[src/rtl/venc_frame_ctrl_if.sv]
// Signal bundle between the frame sequencer and its neighbours: the upstream
// bit source, the convolutional encoder datapath and the downstream symbol sink.
interface venc_frame_ctrl_if;
  logic in_valid;
  logic in_bit;
  logic in_ready;
  logic enc_in;
  logic enc_shift;
  logic enc_clear;
  logic enc_g0;
  logic enc_g1;
  logic out_valid;
  logic out_bit;
  logic out_last;
  logic out_ready;

  // Controller side
  modport master (
    input  in_valid, in_bit, enc_g0, enc_g1, out_ready,
    output in_ready, enc_in, enc_shift, enc_clear, out_valid, out_bit, out_last
  );

  // Environment side: source, encoder and sink
  modport slave (
    output in_valid, in_bit, enc_g0, enc_g1, out_ready,
    input  in_ready, enc_in, enc_shift, enc_clear, out_valid, out_bit, out_last
  );
endinterface

[src/rtl/venc_frame_ctrl.sv]
// Frame sequencer for the rate-1/2 convolutional encoder on the PRML write path.
// Clears the encoder, takes FRAME_LEN data bits one at a time, appends K-1 zero
// tail bits and serialises every (g0,g1) pair into a 1-bit symbol stream.
module venc_frame_ctrl #(
  parameter int FRAME_LEN = 8,
  parameter int K         = 3
) (
  input  logic              clock,
  input  logic              reset,
  input  logic              start_i,
  venc_frame_ctrl_if.master bus,
  output logic              busy_o,
  output logic              done_o
);

  localparam int CNT_W = $clog2(FRAME_LEN + K) + 1;
  localparam logic [CNT_W-1:0] LAST_STEP  = CNT_W'(FRAME_LEN + K - 2);
  localparam logic [CNT_W-1:0] DATA_STEPS = CNT_W'(FRAME_LEN);

  typedef enum logic [2:0] {
    IDLE,
    CLEAR,
    LOAD,
    SYM0,
    SYM1,
    DONE
  } state_t;

  state_t           state_q, state_d;
  logic [CNT_W-1:0] bitCnt_q, bitCnt_d;
  logic [CNT_W-1:0] cntInc;
  logic             hold_q, hold_d;

  // State, step counter and held encoder input bit
  always_ff @(posedge clock) begin
    if (reset) begin
      state_q  <= IDLE;
      bitCnt_q <= '0;
      hold_q   <= 1'b0;
    end else begin
      state_q  <= state_d;
      bitCnt_q <= bitCnt_d;
      hold_q   <= hold_d;
    end
  end

  // Next state and all outputs; outputs are forced low while reset is held so an abort emits nothing further
  always_comb begin
    state_d       = state_q;
    bitCnt_d      = bitCnt_q;
    hold_d        = hold_q;
    cntInc        = bitCnt_q + CNT_W'(1);
    bus.in_ready  = 1'b0;
    bus.enc_in    = 1'b0;
    bus.enc_shift = 1'b0;
    bus.enc_clear = 1'b0;
    bus.out_valid = 1'b0;
    bus.out_bit   = 1'b0;
    bus.out_last  = 1'b0;
    busy_o        = (state_q != IDLE);
    done_o        = 1'b0;

    case (state_q)
      IDLE: begin
        if (start_i) state_d = CLEAR;
      end
      CLEAR: begin
        bus.enc_clear = 1'b1;
        bitCnt_d      = '0;
        state_d       = LOAD;
      end
      LOAD: begin
        bus.in_ready = 1'b1;
        if (bus.in_valid) begin
          hold_d  = bus.in_bit;
          state_d = SYM0;
        end
      end
      SYM0: begin
        bus.enc_in    = hold_q;
        bus.out_valid = 1'b1;
        bus.out_bit   = bus.enc_g0;
        if (bus.out_ready) state_d = SYM1;
      end
      SYM1: begin
        bus.enc_in    = hold_q;
        bus.out_valid = 1'b1;
        bus.out_bit   = bus.enc_g1;
        bus.out_last  = (bitCnt_q == LAST_STEP);
        if (bus.out_ready) begin
          bus.enc_shift = 1'b1;
          bitCnt_d      = cntInc;
          if (bitCnt_q == LAST_STEP) begin
            state_d = DONE;
          end else if (cntInc < DATA_STEPS) begin
            state_d = LOAD;
          end else begin
            hold_d  = 1'b0;
            state_d = SYM0;
          end
        end
      end
      DONE: begin
        done_o  = 1'b1;
        state_d = IDLE;
      end
      default: begin
        state_d = IDLE;
      end
    endcase

    if (reset) begin
      bus.in_ready  = 1'b0;
      bus.enc_in    = 1'b0;
      bus.enc_shift = 1'b0;
      bus.enc_clear = 1'b0;
      bus.out_valid = 1'b0;
      bus.out_bit   = 1'b0;
      bus.out_last  = 1'b0;
      busy_o        = 1'b0;
      done_o        = 1'b0;
    end
  end

endmodule

[src/flat_wrapper.sv]
// flat-port wrapper written by rule: the top's interface ports become plain ports
module venc_frame_ctrl_flat 
#(
  parameter int FRAME_LEN = 8,
  parameter int K         = 3
)
  (clock, reset, start_i, busy_o, done_o, bus_in_valid, bus_in_bit, bus_enc_g0, bus_enc_g1, bus_out_ready, bus_in_ready, bus_enc_in, bus_enc_shift, bus_enc_clear, bus_out_valid, bus_out_bit, bus_out_last);
  venc_frame_ctrl_if bus_i ();
  input  logic clock;
  input  logic reset;
  input  logic start_i;
  output logic busy_o;
  output logic done_o;
  input wire logic [$bits(bus_i.in_valid)-1:0] bus_in_valid;
  input wire logic [$bits(bus_i.in_bit)-1:0] bus_in_bit;
  input wire logic [$bits(bus_i.enc_g0)-1:0] bus_enc_g0;
  input wire logic [$bits(bus_i.enc_g1)-1:0] bus_enc_g1;
  input wire logic [$bits(bus_i.out_ready)-1:0] bus_out_ready;
  output wire logic [$bits(bus_i.in_ready)-1:0] bus_in_ready;
  output wire logic [$bits(bus_i.enc_in)-1:0] bus_enc_in;
  output wire logic [$bits(bus_i.enc_shift)-1:0] bus_enc_shift;
  output wire logic [$bits(bus_i.enc_clear)-1:0] bus_enc_clear;
  output wire logic [$bits(bus_i.out_valid)-1:0] bus_out_valid;
  output wire logic [$bits(bus_i.out_bit)-1:0] bus_out_bit;
  output wire logic [$bits(bus_i.out_last)-1:0] bus_out_last;
  assign bus_i.in_valid = bus_in_valid;
  assign bus_i.in_bit = bus_in_bit;
  assign bus_i.enc_g0 = bus_enc_g0;
  assign bus_i.enc_g1 = bus_enc_g1;
  assign bus_i.out_ready = bus_out_ready;
  assign bus_in_ready = bus_i.in_ready;
  assign bus_enc_in = bus_i.enc_in;
  assign bus_enc_shift = bus_i.enc_shift;
  assign bus_enc_clear = bus_i.enc_clear;
  assign bus_out_valid = bus_i.out_valid;
  assign bus_out_bit = bus_i.out_bit;
  assign bus_out_last = bus_i.out_last;
  venc_frame_ctrl #(.FRAME_LEN(FRAME_LEN), .K(K)) u_core (.clock(clock), .reset(reset), .start_i(start_i), .bus(bus_i), .busy_o(busy_o), .done_o(done_o));
endmodule
[config.mk]
export PLATFORM = sky130hd
export DESIGN_NAME = venc_frame_ctrl_flat
export DESIGN_NICKNAME = d
export VERILOG_FILES = /design/src/rtl/venc_frame_ctrl_if.sv /design/src/rtl/venc_frame_ctrl.sv /design/src/flat_wrapper.sv
export SDC_FILE = /design/constraint.sdc
export NUM_CORES = 1
export LEC_CHECK = 0
export ABC_AREA = 1
export BUFFER_PORTS_ARGS = -buffer_cell sky130_fd_sc_hd__buf_2
export CORE_AREA = 5 5 42 44
export DETAILED_ROUTE_END_ITERATION = 12
export DIE_AREA = 0 0 47 49
export HOLD_SLACK_MARGIN = 0.06
export PLACE_DENSITY = 0.81
export SLEW_MARGIN = 40
export SYNTH_ARGS = -nofsm -noshare
export SYNTH_HDL_FRONTEND = slang
export SYNTH_SLANG_ARGS = --single-unit
export TNS_END_PERCENT = 10
[constraint.sdc]
create_clock -name clock -period 1.6 [get_ports clock]
set_input_delay 0.24 -clock clock [delete_from_list [all_inputs] [get_ports clock]]
set_output_delay 0.24 -clock clock [all_outputs]
set_load 0.02 [all_outputs]
==> results of run 1 <==
-- metrics by stage --
stage,setup slack (ns),utilization (%),setup TNS (ns),area (sq um)
2_1_floorplan,0.200,-,0,633
3_5_place_dp,0.197,51.2,0,718
6_report,0.0270,54.9,0,769
3_3_place_gp,0.225,51.2,0,718
4_1_cts,0.000840,54.1,0,758
5_1_grt,-0.0527,54.9,-0.104,769
-- Yosys cell counts (all sizes together) --
| master | n | area share (%) |
|---|---|---|
| nand2 | 28 | 19 |
| inv | 15 | 8.9 |
| nor2 | 12 | 8.3 |
| dfxtp | 9 | 28 |
| nand3 | 9 | 7.9 |
| a21oi | 8 | 6.9 |
| nand4 | 3 | 3.0 |
| nor3 | 3 | 4.0 |
| o21ai | 3 | 2.4 |
| ha | 2 | 4.0 |
| a211oi | 1 | 1.2 |
| and3 | 1 | 0.99 |
| buf | 1 | 1.8 |
| clkbuf | 1 | 0.59 |
| nor4 | 1 | 0.99 |
| o22ai | 1 | 0.99 |
| o31ai | 1 | 1.2 |
-- worst max path at each step --
stage | from | to | slack [ns]
final | u_core.state_q[0] | bus_enc_shift | 0.03
after global routing | u_core.state_q[0] | bus_enc_shift | -0.05
after CTS | u_core.bitCnt_q[1] | bus_out_last | 0.0008
after detailed placement | u_core.bitCnt_q[0] | bus_out_last | 0.20
after global placement | u_core.bitCnt_q[0] | bus_out_last | 0.23
after floorplan | u_core.state_q[0] | done_o | 0.20
-- registers in the layout (all words and copies together), names as in the netlist --
name             flops
u_core.state_q       3
u_core.bitCnt_q      5
u_core.hold_q        1
-- final cells by class --
type | count | area share (%)
Multi-Input combinational cell | 73 | 50.2
Sequential cell | 9 | 24.7
Timing Repair Buffer | 16 | 11.4
Inverter | 15 | 7.64
Clock buffer | 4 | 3.41
Tap cell | 16 | 2.60
-- worst max-delay path, delay by kind of cell, from the launching register on --
| kind | cells | cell delay [ns] |
|---|---|---|
| buffers and inverters | 2 | 0.26 |
| DFF | 1 | 0.38 |
| and+or+nand+nor | 4 | 0.42 |
-- where the power goes --
part | leakage, uW | switching, uW | total, uW | internal [uW]
registers | 0.0000752 | 61.6 | 324 | 263
clock network | 0.0000150 | 82.3 | 179 | 96.3
logic | 0.000304 | 247 | 382 | 135
-- cells by family (layout without fill, tap and decap cells) --
family	after synthesis	count (layout)	share of synthesized area, %
buffers and inverters	17	35	11.3
DFF	9	9	28.5
adders and majority gates	2	2	3.95
and+or+nand+nor	57	57	43.7
AOI/OAI and AO/OA	14	14	12.6
-- layer usage --
metal | vias up | wire length (microns)
met2 | 20 | 652
met5 | - | 0
met3 | 6 | 76
li1 | 356 | -
met1 | 298 | 620
met4 | 0 | 33
-- repair_timing --
| item | CTS | global route |
|---|---|---|
| endpoints found under the setup margin | 5 | 5 |
| cloned | 0 | 0 |
| resized for setup | 6 | 7 |
==> impl_results.md, run 1 <==
* MaxCap Viol Count at 0
* Setup CP Type: flop to output port
* Cells after Synth at 99
* Fin. Hold Viols at 0
* Status: completed
* PD cells at 1150 mW/mm^2
* Vias per cell at 5.11
* Hold path endpoint: u_core.hold_q
* Die Span X at 47 microns
* # diodes at 0
* WL/cell at 10.4 microns
* Met2 GRT Util at 17.4%
* Worst hold-check path type: primary input to flop
* Met3 global-route usage at 4.06%
* Hold Path Depth at 3
* RSZ-0062 raised after global routing: yes
* Gr ovfl total at 0
* Worst-skew pair later-pin latency at 0.26 ns
* R2R Path Start: u_core.bitCnt_q[0]
* Clk sink count at 9
* Synth Cell Area at 633 sq um
* DRC at 0
* GRT Overall Usage at 12.8%
* Post-CTS Hold Fix Bufs at 0
* CTS tree: built
* Max FO, Critical Path at 8
* Final WL at 1.38 mm
* FMAX at 636 MHz
* Max VDD drop at 0.000539 V
* Largest net degree at the start of global routing at 16
* # IOs at 17
* Area Overhead vs Synth at 21.5%
* TritonRoute pass-1 iters at 4
* Max Slew Vio Count at 0
* Post-Layout Cell Count at 133
* Final worst-path cycle share at 98.3%
* Ys Warns at 0
* Postcts setup bufs at 0
* Worst setup SP type: flop
* Final nets at 128
* FF+latch count, synth at 9
* Post-Place Cells at 129
* Die area at 0.00230 sq mm
* Required time worst endpoint at 1.36 ns
* DRT antenna net count at 0
* Slew @ Worst Pin at 0.278 ns
* Flop-to-flop setup slack at 0.29 ns
* Routed vias at 680
* CTS Root Cell: clkbuf_4
* Initial Utilization at 45.2%
* Number of global-route vias before repair at 533
* Most frequent cells in the layout: nand2_1, buf_2, nor2_1, inv_1, nand3_1
* R2R depth at 10
* Pwr Total at 885 uW
* Setup Skew at 0.00588 ns
* CP max stage cell: dfxtp_4
* Busiest layer in global routing: met2
* Met1 usage at 17.3%
* Mapped Avg Cell Area at 6.40 sq um
* CP arrival at 1.33 ns
* Number of CTS-inserted buffers at 3
* Worst Setup End Kind: output port
* Final Wtd Congestion at 0.839
* First-pass GRT wire length at 2.19 mm
* Leak at 0.000394 uW
* # H-tree levels at 1
* Number of core rows at 14
* Clk slew on worst S/H paths at 0.06 ns
* Post-synth net total at 109
* Critical-path cell list: nor2_4 > nand2_2 > inv_4 > nand2_4 > nor2_1 > buf_4
* Detail Placement HPWL at 1.08 mm
* Post-synthesis sequential area ratio at 28.5%
* Clock Path Buffers at 2
* R2R Path End: u_core.hold_q
* DRT iter0 DRCs at 22
* Register area at 190 sq um
* Core Box Area at 0.00140 sq mm
* Port Buffers at 16
* Netlist cell types at 24
* Final setup vio count at 0
* Chip height at 49 microns
* Share of layout cells above drive strength 1 at 32.5%
* Fill count at 130
* Area of the multi-input gates at 387 sq um
* CP peak stage delay at 0.38 ns
* Hold Crit Start: bus_in_bit
* Commonest non-fill, non-tap cell in the layout: nand2_1
* Hold slack at 0.254 ns
* Min Tclk post-route at 1.57 ns
* Slew HR at 81.5%
* Initial antenna violation count at 0
Note: power is estimated with default switching activity, not from simulation.
==> run 2, diff against run 1 <==
--- a/config.mk
+++ b/config.mk
@@ -5,13 +5,13 @@
 export SDC_FILE = /design/constraint.sdc
 export NUM_CORES = 1
 export LEC_CHECK = 0
-export ABC_AREA = 1
+export ABC_AREA = 0
 export BUFFER_PORTS_ARGS = -buffer_cell sky130_fd_sc_hd__buf_2
-export CORE_AREA = 5 5 42 44
+export CORE_MARGIN = 5
+export CORE_UTILIZATION = 50
 export DETAILED_ROUTE_END_ITERATION = 12
-export DIE_AREA = 0 0 47 49
 export HOLD_SLACK_MARGIN = 0.06
-export PLACE_DENSITY = 0.81
+export PLACE_DENSITY = 0.84
 export SLEW_MARGIN = 40
 export SYNTH_ARGS = -nofsm -noshare
 export SYNTH_HDL_FRONTEND = slang
==> impl_results.md, run 2 <==
* Sw Share at 34.9% (was 44.2%)
* Final nets at 124 (was 128)
* Post-synthesis adder-cell area fraction at 3.71% (was 3.95%)
* Most used flip-flop cell after synthesis: dfxtp_1 (unchanged)
* Internal power at 424 uW (was 493 uW)
* Clk slew on worst S/H paths at 0.06 ns (about the same)
* CP arrival at 1.47 ns (was 1.33 ns)
* Most frequent cells in the layout: nor2_1, buf_2, buf_4, a21oi_1 (was nand2_1, buf_2, nor2_1, inv_1, nand3_1)
* Worst hold-check path type: primary input to flop (unchanged)
* Placement Cell Area at 786 sq um (was 718 sq um)
* Die area at 0.00218 sq mm (was 0.00230 sq mm)
* Post-synth net total at 99 (was 109)
* Worst Setup End Kind: output port (unchanged)
* Fin. Hold Viols at 0 (unchanged)
* Clk pwr share at 27.5% (was 20.2%)
* Share of layout cells above drive strength 1 at 43.4% (was 32.5%)
* FMAX at 586 MHz (was 636 MHz)
* Clock Path Buffers at 2 (unchanged)
* Top cells by area, synth: dfxtp_1, nor2_1, a21oi_1, ha_1, nand2_1 (was dfxtp_1, nand2_1, inv_1, nor2_1, nand3_1)
* Port Buffers at 16 (unchanged)
* Number of global-route vias before repair at 680 (was 533)
* Crit path capture: bus_enc_in (was bus_enc_shift)
* Post-synthesis sequential area ratio at 26.7% (was 28.5%)
* Final WL at 1.88 mm (was 1.38 mm)
* Worst setup SP type: flop (unchanged)
* CTS Root Cell: clkbuf_4 (unchanged)
* Regs by FF count: u_core.bitCnt_q: 5 flops, u_core.state_q: 3 flops, u_core.hold_q: 1 flops (unchanged)
* Core Box Area at 0.00128 sq mm (was 0.00140 sq mm)
* Mux contribution to synthesized area at 3.15% (was 0%)
* R2R depth at 8 (was 10)
* RSZ-0062 raised after global routing: yes (unchanged)
* TritonRoute pass-1 iters at 4 (unchanged)
* Seq pwr share at 39.1% (was 36.7%)
* Largest family of logic cells by synthesized area: simple AND/OR/NAND/NOR gates (unchanged)
* Number of CTS-inserted buffers at 3 (unchanged)
* Most frequent cell after synthesis: nor2_1 (was nand2_1)
* Max reg flops at 5 (unchanged)
* Final setup vio count at 5 (was 0)
* Cells after Synth at 89 (was 99)
* Max FO, Critical Path at 5 (was 8)
* Top reg by flops: u_core.bitCnt_q (unchanged)
* MaxCap Viol Count at 0 (unchanged)
* Initial Utilization at 52.5% (was 45.2%)
* R2R Path Start: u_core.state_q[1] (was u_core.bitCnt_q[0])
* Final Wtd Congestion at 0.858 (was 0.839)
* Slew @ Worst Pin at 0.371 ns (was 0.278 ns)
* Share of flip-flops with an asynchronous set or reset at 0% (unchanged)
* GRT Overall Usage at 19.5% (was 12.8%)
* Max Slew Vio Count at 0 (unchanged)
* Commonest cells post-synth: nor2_1, dfxtp_1, a21oi_1, nand2_1 (was nand2_1, inv_1, nor2_1, dfxtp_1, nand3_1)
* Post-Synth Simple-Gate Area at 37.7% (was 43.7%)
* Flop-to-flop setup slack at 0.02 ns (was 0.29 ns)
* R2R Path End: u_core.bitCnt_q[4] (was u_core.hold_q)
* DRT antenna net count at 0 (unchanged)
* Final worst-path cycle share at 107% (was 98.3%)
* Worst-skew pair later-pin latency at 0.27 ns (was 0.26 ns)
* Min Tclk post-route at 1.71 ns (was 1.57 ns)
* Ys Warns at 0 (unchanged)
* First-pass GRT wire length at 3.01 mm (was 2.19 mm)
* Clk sink count at 9 (unchanged)
* Setup Skew at 0.00655 ns (was 0.00588 ns)
* P_sw at 227 uW (was 391 uW)
* Detail Placement HPWL at 1.22 mm (was 1.08 mm)
* Chip height at 46.7 microns (was 49 microns)
* # diodes at 0 (unchanged)
* # IOs at 17 (unchanged)
* Mapped Avg Cell Area at 7.58 sq um (was 6.40 sq um)
* Top-area cell type share of the netlist area at 26.7% (was 28.5%)
* WL/cell at 14.7 microns (was 10.4 microns)
* Post-synth EDFFs at 0 (unchanged)
* Leak at 0.000354 uW (was 0.000394 uW)
* FF+latch count, synth at 9 (unchanged)
* Pre-CTS setup slack at 0.0607 ns (was 0.197 ns)
* # H-tree levels at 1 (unchanged)
* Setup TNS at -0.280 ns (was 0 ns)
* Commonest non-fill, non-tap cell in the layout: nor2_1 (was nand2_1)
* Area leader, netlist: dfxtp_1 (unchanged)
* Netlist cell types at 40 (was 24)
* Cell area after layout at 915 sq um (was 769 sq um)
* XOR/XNOR Fraction of Synth Area at 1.30% (was 0%)
* Die Span X at 46.7 microns (was 47 microns)
* Number of core rows at 13 (was 14)
* Violated checks: setup timing
* DRT iter0 DRCs at 27 (was 22)
* Fill count at 99 (was 130)
* DRC at 0 (unchanged)
* Setup CP Type: flop to output port (unchanged)
* Routed vias at 755 (was 680)
* Critical Path Start: u_core.state_q[2] (was u_core.state_q[0])
* Synth Cell Area at 674 sq um (was 633 sq um)
* Status: finished with violations (was completed)
* Vias per cell at 5.90 (was 5.11)
* Setup WS post-layout at -0.107 ns (was 0.0270 ns)
* Area Overhead vs Synth at 35.6% (was 21.5%)
* Gr ovfl total at 0 (unchanged)
* CTS tree: built (unchanged)
* Required time worst endpoint at 1.36 ns (about the same)
* PD cells at 712 mW/mm^2 (was 1150 mW/mm^2)
* Slew HR at 75.2% (was 81.5%)
* Gate power share at 33.4% (was 43.2%)
* Initial antenna violation count at 0 (unchanged)
* Synth Area in Compound Gates at 22.3% (was 12.6%)
* Hold slack at 0.241 ns (was 0.254 ns)
* Max VDD drop at 0.000511 V (was 0.000539 V)
* Largest net degree at the start of global routing at 19 (was 16)
## run 2: changes by cell type after synthesis, sizes merged, moves of 2 or more
| cell | previous run | this run |
|---|---|---|
| nor2 | 12 | 16 |
| nand3 | 9 | 4 |
| and2 | 0 | 3 |
| nor3b | 0 | 3 |
| a31oi | 0 | 2 |
| buf | 1 | 3 |
| nand2 | 28 | 7 |
| nand4 | 3 | 1 |
| nor3 | 3 | 5 |
| inv | 15 | 3 |
## run 2: repair_timing
item                       4_1_cts  5_1_grt
hold buffers                     0        0
pin swaps                        3        2
buffers inserted                 4        1
resized for setup                8       12
setup endpoints to repair        7        8
cloned                           0        0
## run 2: power by group through the flow
stage          Sequential, uW  Clock [uW]  Combinational [uW]
2_1_floorplan             243           0                 147
3_3_place_gp              254           0                 185
3_5_place_dp              256           0                 186
4_1_cts                   251         186                 193
5_1_grt                   257         199                 238
6_report                  254         179                 217
## run 2: worst min path at each step
stage | start | to | slack, ns | depth (start not counted)
5_1_grt | bus_in_bit | u_core.hold_q | 0.25 | 3
6_report | bus_in_bit | u_core.hold_q | 0.24 | 3
3_3_place_gp | u_core.hold_q | u_core.hold_q | 0.47 | 2
2_1_floorplan | bus_out_ready | u_core.state_q[0] | 0.36 | 1
4_1_cts | bus_in_bit | u_core.hold_q | 0.23 | 3
3_5_place_dp | u_core.hold_q | u_core.hold_q | 0.49 | 2
## run 2: through the flow
| step | util (%) | instances | power, uW |
|---|---|---|---|
| finish | 71.2 | 128 | 651 |
| global route | 71.2 | 128 | 694 |
| CTS | 67.0 | 127 | 631 |
| floorplan | - | 89 | 390 |
| detailed placement | 61.1 | 119 | 443 |
| global placement | 61.1 | 119 | 439 |
## run 2: kinds of logic after synthesis
| group | count (synthesis) |
|---|---|
| AOI/OAI and AO/OA | 22 |
| xor gates and xnor gates | 1 |
| adders and majority gates | 2 |
| buffers and inverters | 8 |
| DFF | 9 |
| muxes | 2 |
| and+or+nand+nor | 45 |
## run 2: layer usage
layer,track usage [%],up-vias,share of wire (%)
li1,-,372,-
met1,24.8,347,43
met2,29.7,32,48
met3,3.91,4,7.5
met4,12.7,0,1.8
met5,0,-,0
## run 2: area by class of cell
class | instances | area (sq um) | area share (%)
multi-input combinational | 72 | 497 | 54.3
sequential | 9 | 190 | 20.8
timing repair buffer | 25 | 171 | 18.7
clock buffer | 4 | 26.3 | 2.87
tap | 15 | 18.8 | 2.05
inverter | 3 | 11.3 | 1.23
## run 2: critical path: stages (launching register included)
cell and delay [ns]:
dfxtp_4 0.36, inv_2 0.04, or3_4 0.40, a21oi_2 0.14, and2_1 0.15, buf_6 0.11
